$ cat src/rtl/rv32i_pkg.sv
// rtl/rv32i_pkg.sv - shared widths, ID/EX payload type and source-match helper
package rv32i_pkg;

    localparam int REGIDX_WIDTH = 5;
    localparam int CTRL_WIDTH   = 16;

    typedef struct packed {
        logic [31:0]             rs1_data;
        logic [31:0]             rs2_data;
        logic [REGIDX_WIDTH-1:0] rd_addr;
        logic                    rd_wen;
        logic                    is_load;
        logic [31:0]             pc;
        logic [31:0]             imm;
        logic [CTRL_WIDTH-1:0]   ctrl;
    } id_ex_t;

    // x0 never matches, so it can never forward or create a hazard
    function automatic logic src_match(
        input logic                    valid,
        input logic                    wen,
        input logic [REGIDX_WIDTH-1:0] rd_addr,
        input logic [REGIDX_WIDTH-1:0] rs_addr,
        input logic                    rs_used
    );
        return valid & wen & (rd_addr == rs_addr) & (rs_addr != '0) & rs_used;
    endfunction

endpackage

$ cat src/rtl/operand_bypass.sv
// rtl/operand_bypass.sv - one source operand: match, priority select, stall need
module operand_bypass
    import rv32i_pkg::*;
#(
    parameter bit FWD_EN = 1'b1
) (
    input  logic [REGIDX_WIDTH-1:0] i_rs_addr,
    input  logic                    i_rs_used,
    input  logic [31:0]             i_rf_data,
    input  logic                    i_ex_valid,
    input  logic                    i_ex_rd_wen,
    input  logic [REGIDX_WIDTH-1:0] i_ex_rd_addr,
    input  logic                    i_ex_data_ok,
    input  logic [31:0]             i_ex_rd_data,
    input  logic                    i_mem_valid,
    input  logic                    i_mem_rd_wen,
    input  logic [REGIDX_WIDTH-1:0] i_mem_rd_addr,
    input  logic                    i_mem_data_ok,
    input  logic [31:0]             i_mem_rd_data,
    input  logic                    i_wb_valid,
    input  logic                    i_wb_rd_wen,
    input  logic [REGIDX_WIDTH-1:0] i_wb_rd_addr,
    input  logic                    i_wb_data_ok,
    input  logic [31:0]             i_wb_rd_data,
    output logic [31:0]             o_data,
    output logic                    o_stall
);

    logic m_ex, m_mem, m_wb;

    assign m_ex  = src_match(i_ex_valid,  i_ex_rd_wen,  i_ex_rd_addr,  i_rs_addr, i_rs_used);
    assign m_mem = src_match(i_mem_valid, i_mem_rd_wen, i_mem_rd_addr, i_rs_addr, i_rs_used);
    assign m_wb  = src_match(i_wb_valid,  i_wb_rd_wen,  i_wb_rd_addr,  i_rs_addr, i_rs_used);

    // Only the youngest producer counts; an older one's data_ok is irrelevant
    always_comb begin
        o_data  = i_rf_data;
        o_stall = 1'b0;
        if (i_rs_addr == '0) begin
            o_data = 32'h0;
        end else if (m_ex) begin
            o_data  = i_ex_rd_data;
            o_stall = ~i_ex_data_ok;
        end else if (m_mem) begin
            o_data  = i_mem_rd_data;
            o_stall = ~i_mem_data_ok;
        end else if (m_wb) begin
            o_data  = i_wb_rd_data;
            o_stall = ~i_wb_data_ok;
        end
        if (!FWD_EN && (m_ex || m_mem || m_wb)) begin
            o_stall = 1'b1;
        end
    end

endmodule

$ cat src/rtl/id_operand_stage.sv
// rtl/id_operand_stage.sv - operand fetch/bypass and the ID/EX pipeline register
module id_operand_stage
    import rv32i_pkg::*;
#(
    parameter bit FWD_EN = 1'b1
) (
    input  logic                    i_clk,
    input  logic                    i_rst,
    input  logic                    i_id_valid,
    input  logic [REGIDX_WIDTH-1:0] i_id_rs1_addr,
    input  logic [REGIDX_WIDTH-1:0] i_id_rs2_addr,
    input  logic                    i_id_rs1_used,
    input  logic                    i_id_rs2_used,
    input  logic [REGIDX_WIDTH-1:0] i_id_rd_addr,
    input  logic                    i_id_rd_wen,
    input  logic                    i_id_is_load,
    input  logic [31:0]             i_id_pc,
    input  logic [31:0]             i_id_imm,
    input  logic [CTRL_WIDTH-1:0]   i_id_ctrl,
    output logic                    o_id_ready,
    output logic [REGIDX_WIDTH-1:0] o_rf_rs1_addr,
    output logic [REGIDX_WIDTH-1:0] o_rf_rs2_addr,
    input  logic [31:0]             i_rf_rs1_data,
    input  logic [31:0]             i_rf_rs2_data,
    input  logic                    i_ex_valid,
    input  logic                    i_ex_rd_wen,
    input  logic [REGIDX_WIDTH-1:0] i_ex_rd_addr,
    input  logic                    i_ex_data_ok,
    input  logic [31:0]             i_ex_rd_data,
    input  logic                    i_mem_valid,
    input  logic                    i_mem_rd_wen,
    input  logic [REGIDX_WIDTH-1:0] i_mem_rd_addr,
    input  logic                    i_mem_data_ok,
    input  logic [31:0]             i_mem_rd_data,
    input  logic                    i_wb_valid,
    input  logic                    i_wb_rd_wen,
    input  logic [REGIDX_WIDTH-1:0] i_wb_rd_addr,
    input  logic                    i_wb_data_ok,
    input  logic [31:0]             i_wb_rd_data,
    input  logic                    i_flush,
    input  logic                    i_ex_ready,
    output logic                    o_ex_valid,
    output logic [31:0]             o_ex_rs1_data,
    output logic [31:0]             o_ex_rs2_data,
    output logic [REGIDX_WIDTH-1:0] o_ex_rd_addr,
    output logic                    o_ex_rd_wen,
    output logic                    o_ex_is_load,
    output logic [31:0]             o_ex_pc,
    output logic [31:0]             o_ex_imm,
    output logic [CTRL_WIDTH-1:0]   o_ex_ctrl
);

    logic [31:0] rs1_data, rs2_data;
    logic        rs1_stall, rs2_stall;
    logic        hazard, accept;
    logic        ex_valid_q, ex_valid_d;
    id_ex_t      ex_q, ex_d;

    assign o_rf_rs1_addr = i_id_rs1_addr;
    assign o_rf_rs2_addr = i_id_rs2_addr;

    operand_bypass #(.FWD_EN(FWD_EN)) u_rs1 (
        .i_rs_addr(i_id_rs1_addr), .i_rs_used(i_id_rs1_used), .i_rf_data(i_rf_rs1_data),
        .i_ex_valid(i_ex_valid), .i_ex_rd_wen(i_ex_rd_wen), .i_ex_rd_addr(i_ex_rd_addr),
        .i_ex_data_ok(i_ex_data_ok), .i_ex_rd_data(i_ex_rd_data),
        .i_mem_valid(i_mem_valid), .i_mem_rd_wen(i_mem_rd_wen), .i_mem_rd_addr(i_mem_rd_addr),
        .i_mem_data_ok(i_mem_data_ok), .i_mem_rd_data(i_mem_rd_data),
        .i_wb_valid(i_wb_valid), .i_wb_rd_wen(i_wb_rd_wen), .i_wb_rd_addr(i_wb_rd_addr),
        .i_wb_data_ok(i_wb_data_ok), .i_wb_rd_data(i_wb_rd_data),
        .o_data(rs1_data), .o_stall(rs1_stall)
    );

    operand_bypass #(.FWD_EN(FWD_EN)) u_rs2 (
        .i_rs_addr(i_id_rs2_addr), .i_rs_used(i_id_rs2_used), .i_rf_data(i_rf_rs2_data),
        .i_ex_valid(i_ex_valid), .i_ex_rd_wen(i_ex_rd_wen), .i_ex_rd_addr(i_ex_rd_addr),
        .i_ex_data_ok(i_ex_data_ok), .i_ex_rd_data(i_ex_rd_data),
        .i_mem_valid(i_mem_valid), .i_mem_rd_wen(i_mem_rd_wen), .i_mem_rd_addr(i_mem_rd_addr),
        .i_mem_data_ok(i_mem_data_ok), .i_mem_rd_data(i_mem_rd_data),
        .i_wb_valid(i_wb_valid), .i_wb_rd_wen(i_wb_rd_wen), .i_wb_rd_addr(i_wb_rd_addr),
        .i_wb_data_ok(i_wb_data_ok), .i_wb_rd_data(i_wb_rd_data),
        .o_data(rs2_data), .o_stall(rs2_stall)
    );

    assign hazard     = i_id_valid & (rs1_stall | rs2_stall);
    assign o_id_ready = ~i_rst & ~i_flush & ~hazard & (~ex_valid_q | i_ex_ready);
    assign accept     = i_id_valid & o_id_ready;

    // Payload is left untouched on bubbles and flushes; only valid matters then
    always_comb begin
        ex_valid_d = ex_valid_q;
        ex_d       = ex_q;
        if (i_flush) begin
            ex_valid_d = 1'b0;
        end else if (accept) begin
            ex_valid_d = 1'b1;
            ex_d       = '{rs1_data: rs1_data, rs2_data: rs2_data, rd_addr: i_id_rd_addr,
                           rd_wen: i_id_rd_wen, is_load: i_id_is_load, pc: i_id_pc,
                           imm: i_id_imm, ctrl: i_id_ctrl};
        end else if (!ex_valid_q || i_ex_ready) begin
            ex_valid_d = 1'b0;
        end
    end

    always_ff @(posedge i_clk) begin
        if (i_rst) begin
            ex_valid_q <= 1'b0;
            ex_q       <= '0;
        end else begin
            ex_valid_q <= ex_valid_d;
            ex_q       <= ex_d;
        end
    end

    assign o_ex_valid    = ex_valid_q;
    assign o_ex_rs1_data = ex_q.rs1_data;
    assign o_ex_rs2_data = ex_q.rs2_data;
    assign o_ex_rd_addr  = ex_q.rd_addr;
    assign o_ex_rd_wen   = ex_q.rd_wen;
    assign o_ex_is_load  = ex_q.is_load;
    assign o_ex_pc       = ex_q.pc;
    assign o_ex_imm      = ex_q.imm;
    assign o_ex_ctrl     = ex_q.ctrl;

endmodule

$ cat config.mk
export PLATFORM = sky130hd
export DESIGN_NAME = id_operand_stage
export DESIGN_NICKNAME = d
export VERILOG_FILES = /design/src/rtl/rv32i_pkg.sv /design/src/rtl/operand_bypass.sv /design/src/rtl/id_operand_stage.sv
export SDC_FILE = /design/constraint.sdc
export NUM_CORES = 1
export LEC_CHECK = 0
export CORE_AREA = 3 3 176 178
export DETAILED_ROUTE_END_ITERATION = 8
export DIE_AREA = 0 0 179 181
export PLACE_DENSITY = 0.59
export SLEW_MARGIN = 20
export SYNTH_ARGS = -nofsm -noshare
export SYNTH_HDL_FRONTEND = slang
export SYNTH_SLANG_ARGS = --single-unit
$ cat constraint.sdc
create_clock -name i_clk -period 5.8 [get_ports i_clk]
set_input_delay 0.58 -clock i_clk [delete_from_list [all_inputs] [get_ports i_clk]]
set_output_delay 0.58 -clock i_clk [all_outputs]
set_load 0.1 [all_outputs]
==> metrics.txt, run 1 <==
status=finished, final reports clean; Critical Path Start=i_id_rs2_addr[1]; Arrival @ worst endpoint=roughly 3500 ps; Core Region=29600 µm²; Rows=63; clk_lat worst skew=between 400 and 500 ps; commonest non-fill, non-tap cell in the layout=clkdlybuf4s50_1; flop2flop setup slack=between 3000 and 4000 ps; critical path type=primary input to primary output; dpl hpwl=26000 µm; slew of the pin with the lowest slew margin=between 1000 and 1500 ps; final setup fails=0; Final nets=between 1500 and 2000; Vias=7875; Routed Antenna Nets=0; first-pass GRT wire length=between 50000 and 60000 µm; sequential-to-total area share from yosys stat=0.365; Final min period=4110 ps; Final Cell Area=roughly 14000 µm²; Yosys cell types=38; metal3 WL=roughly 2700 µm; final hold vios=0; Int Power=around 2200 µW; CTS tree=built; total wire length=approximately 34000 µm; post-CTS resize count=0; share of layout cells above drive strength 1=0.114; syn_area_per_cell=between 9 and 10 µm²; RSZ-0062 raised after global routing=false; worst endpoint required time=5220 ps; synthesis-to-finish area growth=64.7%; Cell Area, Synth=8340 µm²; area share of the largest cell type after synthesis=0.365; drt wl/cell=20.9 µm; syn nets=1126; Worst setup EP type=primary output; wl on met1=about 14000 µm; clock sinks=~150; gpl congestion=0.857; drt pass-1 iters=5; Worst VDD drop=187 µV; # IOs=451; Flop pwr share=0.336; hold path start=o_ex_rs2_data[2]$_SDFFE_PP0P_; Crit Path Max Fanout=26; initial antenna violation count=2; period utilization=0.709; CTS H-tree depth=4; flops & latches, synth=152; die width=179 µm; Buffers on Ports=450; Die Footprint=32400 µm²; Synth warnings=0; die height=181 µm; Worst slew margin=0.263; TritonCTS buffer count=17; Hold-fix buffers, CTS=0; commonest non-fill, non-tap cells in the layout=clkdlybuf4s50_1, dfxtp_1, mux2i_1; placed cell areas=13100 µm²; Worst-path clk slew=roughly 60 ps; Tightest Hold Check Type=flop to flop; max layer used=met4; Tot GR Track Use=0.204; max-cap violations=0; crit path launch type=primary input; Pwr Density=247 nW/µm²; Sw Share=0.362; Max clock buf depth=2; Max Clock Freq=0.243 GHz; root buffer cell=clkbuf_16; post-CTS setup repair buffer count=0; Setup Skew=14.0 ps; vias per cell=4.77; GRT overflow=0; cell leakage power=0.00578 µW; Synth area leader=dfxtp_1; clock share of power=0.347; Gate power share=0.317; number of DRC markers in iteration 0=401; Routed met2 length=17000 µm; reg2reg start=o_ex_valid$_SDFFE_PP0P_; Sw Pwr=1230 µW; top post-synthesis cells by area=dfxtp_1, mux2i_1, mux2_2, nand2b_1, nor2b_1; Setup TNS=0 ps; drt drc=0; Syn Inst Count=about 840; starting density of the core=0.282; number of global-route vias before repair=8008; Slew Limit Fails=0; largest net degree at the start of global routing=101
==> critical path: stages <==
cell and delay (ps):
clkdlybuf4s50_1 560, or4_4 590, nor2_4 320, buf_4 380, nor3_1 120, nand3b_1 90
a221oi_1 90, o21ai_0 330, and3_1 260, buf_12 180
==> cell type report <==
cell class | count | area (µm²)
fill | 2792 | 15800
multi-input combinational | 609 | 4930
timing repair buffer | 464 | 4650
sequential | 152 | 3040
tap | 390 | 488
clock buffer | 18 | 429
clock inverter | 14 | 181
antenna | 2 | 5.00
inverter | 1 | 3.75
==> worst paths after layout <==
kind	end	cells after the start
setup / recovery	o_id_ready	10
hold reg to reg	o_ex_rs2_data[2]$_SDFFE_PP0P_	2
setup reg to reg	o_ex_imm[27]$_SDFFE_PP0P_	5
hold / removal	o_ex_rs2_data[2]$_SDFFE_PP0P_	2
==> cells in the mapped netlist <==
| library cell | count |
|---|---|
| o21ai_0 | 1 |
| nand3b_1 | 1 |
| a21boi_0 | 1 |
| o22ai_1 | 32 |
| dfxtp_1 | 152 |
| buf_6 | 3 |
| buf_4 | 16 |
| mux2i_1 | 128 |
| clkbuf_1 | 39 |
| or3_1 | 1 |
| nor4_1 | 2 |
| nor2_1 | 4 |
| a211o_1 | 29 |
| xnor2_1 | 25 |
| xor2_1 | 5 |
| nand3_1 | 3 |
| o21a_1 | 1 |
| mux2_2 | 72 |
| mux2_4 | 15 |
| o2111ai_1 | 32 |
| a21o_1 | 1 |
| a221oi_1 | 1 |
| nor2_4 | 1 |
| or4_4 | 1 |
| and3_1 | 2 |
| or3b_2 | 3 |
| nor3_1 | 5 |
| a21boi_1 | 1 |
| nand4_1 | 6 |
| a211oi_1 | 1 |
| inv_1 | 1 |
| buf_2 | 13 |
| nand2_1 | 46 |
| nor4b_1 | 1 |
| buf_1 | 5 |
| or4_1 | 3 |
| nor2b_1 | 88 |
| nand2b_1 | 97 |
==> cell families after synthesis <==
family	count (synthesis)	share of synthesized area
buf+inv	77	0.0465
simple gates	264	0.185
mux	215	0.278
compound gates	100	0.0942
xor+xnor	30	0.0315
flops	152	0.365
==> layer usage <==
layer | vias up | GRT usage
met5 | - | 0
met4 | 0 | 0.0605
met3 | 31 | 0.0538
met2 | 306 | 0.348
met1 | 3755 | 0.249
li1 | 3783 | -
==> metrics by stage <==
stage	total power [µW]	util	hold WS (ps)	cells	worst slack (ps)
floorplan	1840	-	723	838	2550
global placement	2240	0.444	459	1616	1620
detailed placement	2240	0.444	467	1616	1510
CTS	3430	0.464	479	1648	1700
global route	3510	0.465	496	1650	1570
finish	3390	0.465	476	1650	1690
==> power by group through the flow <==
stage	clock network, µW	logic [µW]	registers, µW
after CTS	1210	1080	1140
after global routing	1250	1110	1150
after floorplan	0	234	1600
final	1180	1080	1140
after detailed placement	0	1080	1160
after global placement	0	1080	1160
==> state kept, by name (all words and copies together) (netlist names) <==
register / count
o_ex_ctrl: 16
o_ex_imm: 32
o_ex_is_load: 1
o_ex_pc: 32
o_ex_rd_addr: 5
o_ex_rd_wen: 1
o_ex_rs1_data: 32
o_ex_rs2_data: 32
o_ex_valid: 1
No activity file was read; power rests on OpenSTA's default activity.
==> run 2, diff against run 1 <==
--- a/config.mk
+++ b/config.mk
@@ -8,7 +8,7 @@
 export CORE_AREA = 3 3 176 178
 export DETAILED_ROUTE_END_ITERATION = 8
 export DIE_AREA = 0 0 179 181
-export PLACE_DENSITY = 0.59
+export PLACE_DENSITY = 0.61
 export SLEW_MARGIN = 20
 export SYNTH_ARGS = -nofsm -noshare
 export SYNTH_HDL_FRONTEND = slang
==> constraint.sdc (replaced) <==
create_clock -name i_clk -period 3.65 [get_ports i_clk]
set_input_delay 0.365 -clock i_clk [delete_from_list [all_inputs] [get_ports i_clk]]
set_output_delay 0.365 -clock i_clk [all_outputs]
set_load 0.1 [all_outputs]
==> run 2 against run 1 <==
Global-route usage barely moved. Critical path type unchanged. Clock-buffer cell count is 1 lower. First-iteration DRC count up 8.0%. Sequential share of layout area fell by 0.25 points. Via count rose by 1.1%. Critical endpoint unchanged.
==> metrics.txt, run 2 (same netlist as run 1, synthesis figures left out) <==
Final nets=~1600; TritonCTS buffer count=17; Tightest Hold Check Type=flop to flop; status=finished, final reports clean; Final min period=between 3000 and 4000 ps; Rows=between 60 and 70; root buffer cell=clkbuf_16; CTS H-tree depth=4; Max clock buf depth=2; clk_lat worst skew=420 ps; post-CTS resize count=0; max-cap violations=0; gpl congestion=0.883; slowest stage delay, CP=640 ps; Max Clock Freq=between 0.3 and 0.4 GHz; Core Region=29600 µm²; drt pass-1 iters=4; hold path start=o_ex_rs2_data[2]$_SDFFE_PP0P_; CP Cell Sequence=clkdlybuf4s50_1, xnor2_1, nand2_1, or4_1, o21a_1, a211oi_1, buf_4, o21ai_0, and3_1, buf_12; Pwr Density=387 nW/µm²; Worst-path clk slew=~60 ps; GRT overflow=0; worst endpoint required time=3280 ps; reg2reg start=o_ex_valid$_SDFFE_PP0P_; drt drc=0; number of DRC markers in iteration 0=approximately 430; # IOs=roughly 450; final setup fails=0; final hold vios=0; vias per cell=4.77; drt wl/cell=between 20 and 25 µm; commonest non-fill, non-tap cells in the layout=clkdlybuf4s50_1, dfxtp_1, mux2i_1; CTS tree=built; Worst slew margin=0.245; Sw Pwr=1930 µW; reg2reg path depth=6; Vias=7963; slew of the pin with the lowest slew margin=around 1100 ps; Final Cell Area=about 14000 µm²; number of global-route vias before repair=8074; Int Power=about 3400 µW; Tot GR Track Use=0.204; Critical Path Start=i_id_rs1_addr[4]; total wire length=34200 µm; die height=181 µm; cell leakage power=0.00590 µW; CP bufs+invs=3; Sw Share=0.359; Max stage delay cell, worst path=clkdlybuf4s50_1; Setup TNS=0 ps; largest net degree at the start of global routing=88; synthesis-to-finish area growth=66.6%; Crit Path Max Fanout=5; Slew Limit Fails=0; die width=between 150 and 200 µm; crit path launch type=primary input; hold path depth=2; flop2flop setup slack=2020 ps; Total Power=5370 µW; Arrival @ worst endpoint=2830 ps; share of layout cells above drive strength 1=0.138; Gate power share=0.319; worst hold endpoint=o_ex_rs2_data[2]$_SDFFE_PP0P_; clock share of power=0.344; Worst VDD drop=281 µV; clock sinks=152; initial antenna violation count=2; Buffers on Ports=450; Flop pwr share=0.337; period utilization=0.875; Worst setup EP type=primary output; first-pass GRT wire length=50600 µm; final hold slack=475 ps; starting density of the core=0.282; Die Footprint=~32000 µm²; Routed Antenna Nets=0; Crit path max-delay family=buffers and inverters; Setup Skew=18.2 ps; Hold-fix buffers, CTS=0; commonest non-fill, non-tap cell in the layout=clkdlybuf4s50_1; dpl hpwl=26100 µm; RSZ-0062 raised after global routing=false; placed cell areas=13300 µm²; worst reg2reg endpoint=o_ex_rs2_data[1]$_SDFFE_PP0P_; critical path type=primary input to primary output; post-CTS setup repair buffer count=0
run 2: per-stage QoR:
step           setup slack [ps]  instances   util
6_report                    457       1671  0.470
3_5_place_dp                263       1637  0.449
4_1_cts                     446       1669  0.470
3_3_place_gp                342       1637  0.449
2_1_floorplan               826        838      -
5_1_grt                     307       1670  0.470
run 2: tightest hold or removal path: stages, from the launching register on:
cell	delay, ps
dfxtp_1	310
nand2b_1	60
mux2i_1	60
run 2: power by group through the flow:
stage	logic (µW)	clock network (µW)	registers [µW]
floorplan	371	0	2550
global placement	1710	0	1840
detailed placement	1720	0	1840
CTS	1720	1910	1810
global route	1780	1970	1820
finish	1710	1850	1810
run 2: metal layers:
| layer | part of all wire | GRT usage | up-vias | routed length [µm] |
|---|---|---|---|---|
| met4 | 0.023 | 0.0592 | 0 | 779 |
| met5 | 0 | 0 | - | 0 |
| li1 | - | - | 3846 | - |
| met1 | 0.42 | 0.252 | 3796 | 14300 |
| met2 | 0.49 | 0.347 | 287 | 16700 |
| met3 | 0.074 | 0.0538 | 34 | 2530 |
run 2: how the worst max path moves through the flow:
stage,endpoint,cells past startpoint
floorplan,o_id_ready,8
global route,o_id_ready,10
detailed placement,o_ex_rs2_data[1]$_SDFFE_PP0P_,11
finish,o_id_ready,10
global placement,o_ex_rs1_data[16]$_SDFFE_PP0P_,12
CTS,o_id_ready,10
run 2: layout make-up:
| type | count | area (µm²) |
|---|---|---|
| Tap cell | 390 | 488 |
| Inverter | 1 | 3.75 |
| Multi-Input combinational cell | 609 | 4930 |
| Sequential cell | 152 | 3040 |
| Fill cell | 2777 | 15700 |
| Timing Repair Buffer | 485 | 4810 |
| Antenna cell | 2 | 5.00 |
| Clock buffer | 17 | 425 |
| Clock inverter | 15 | 183 |
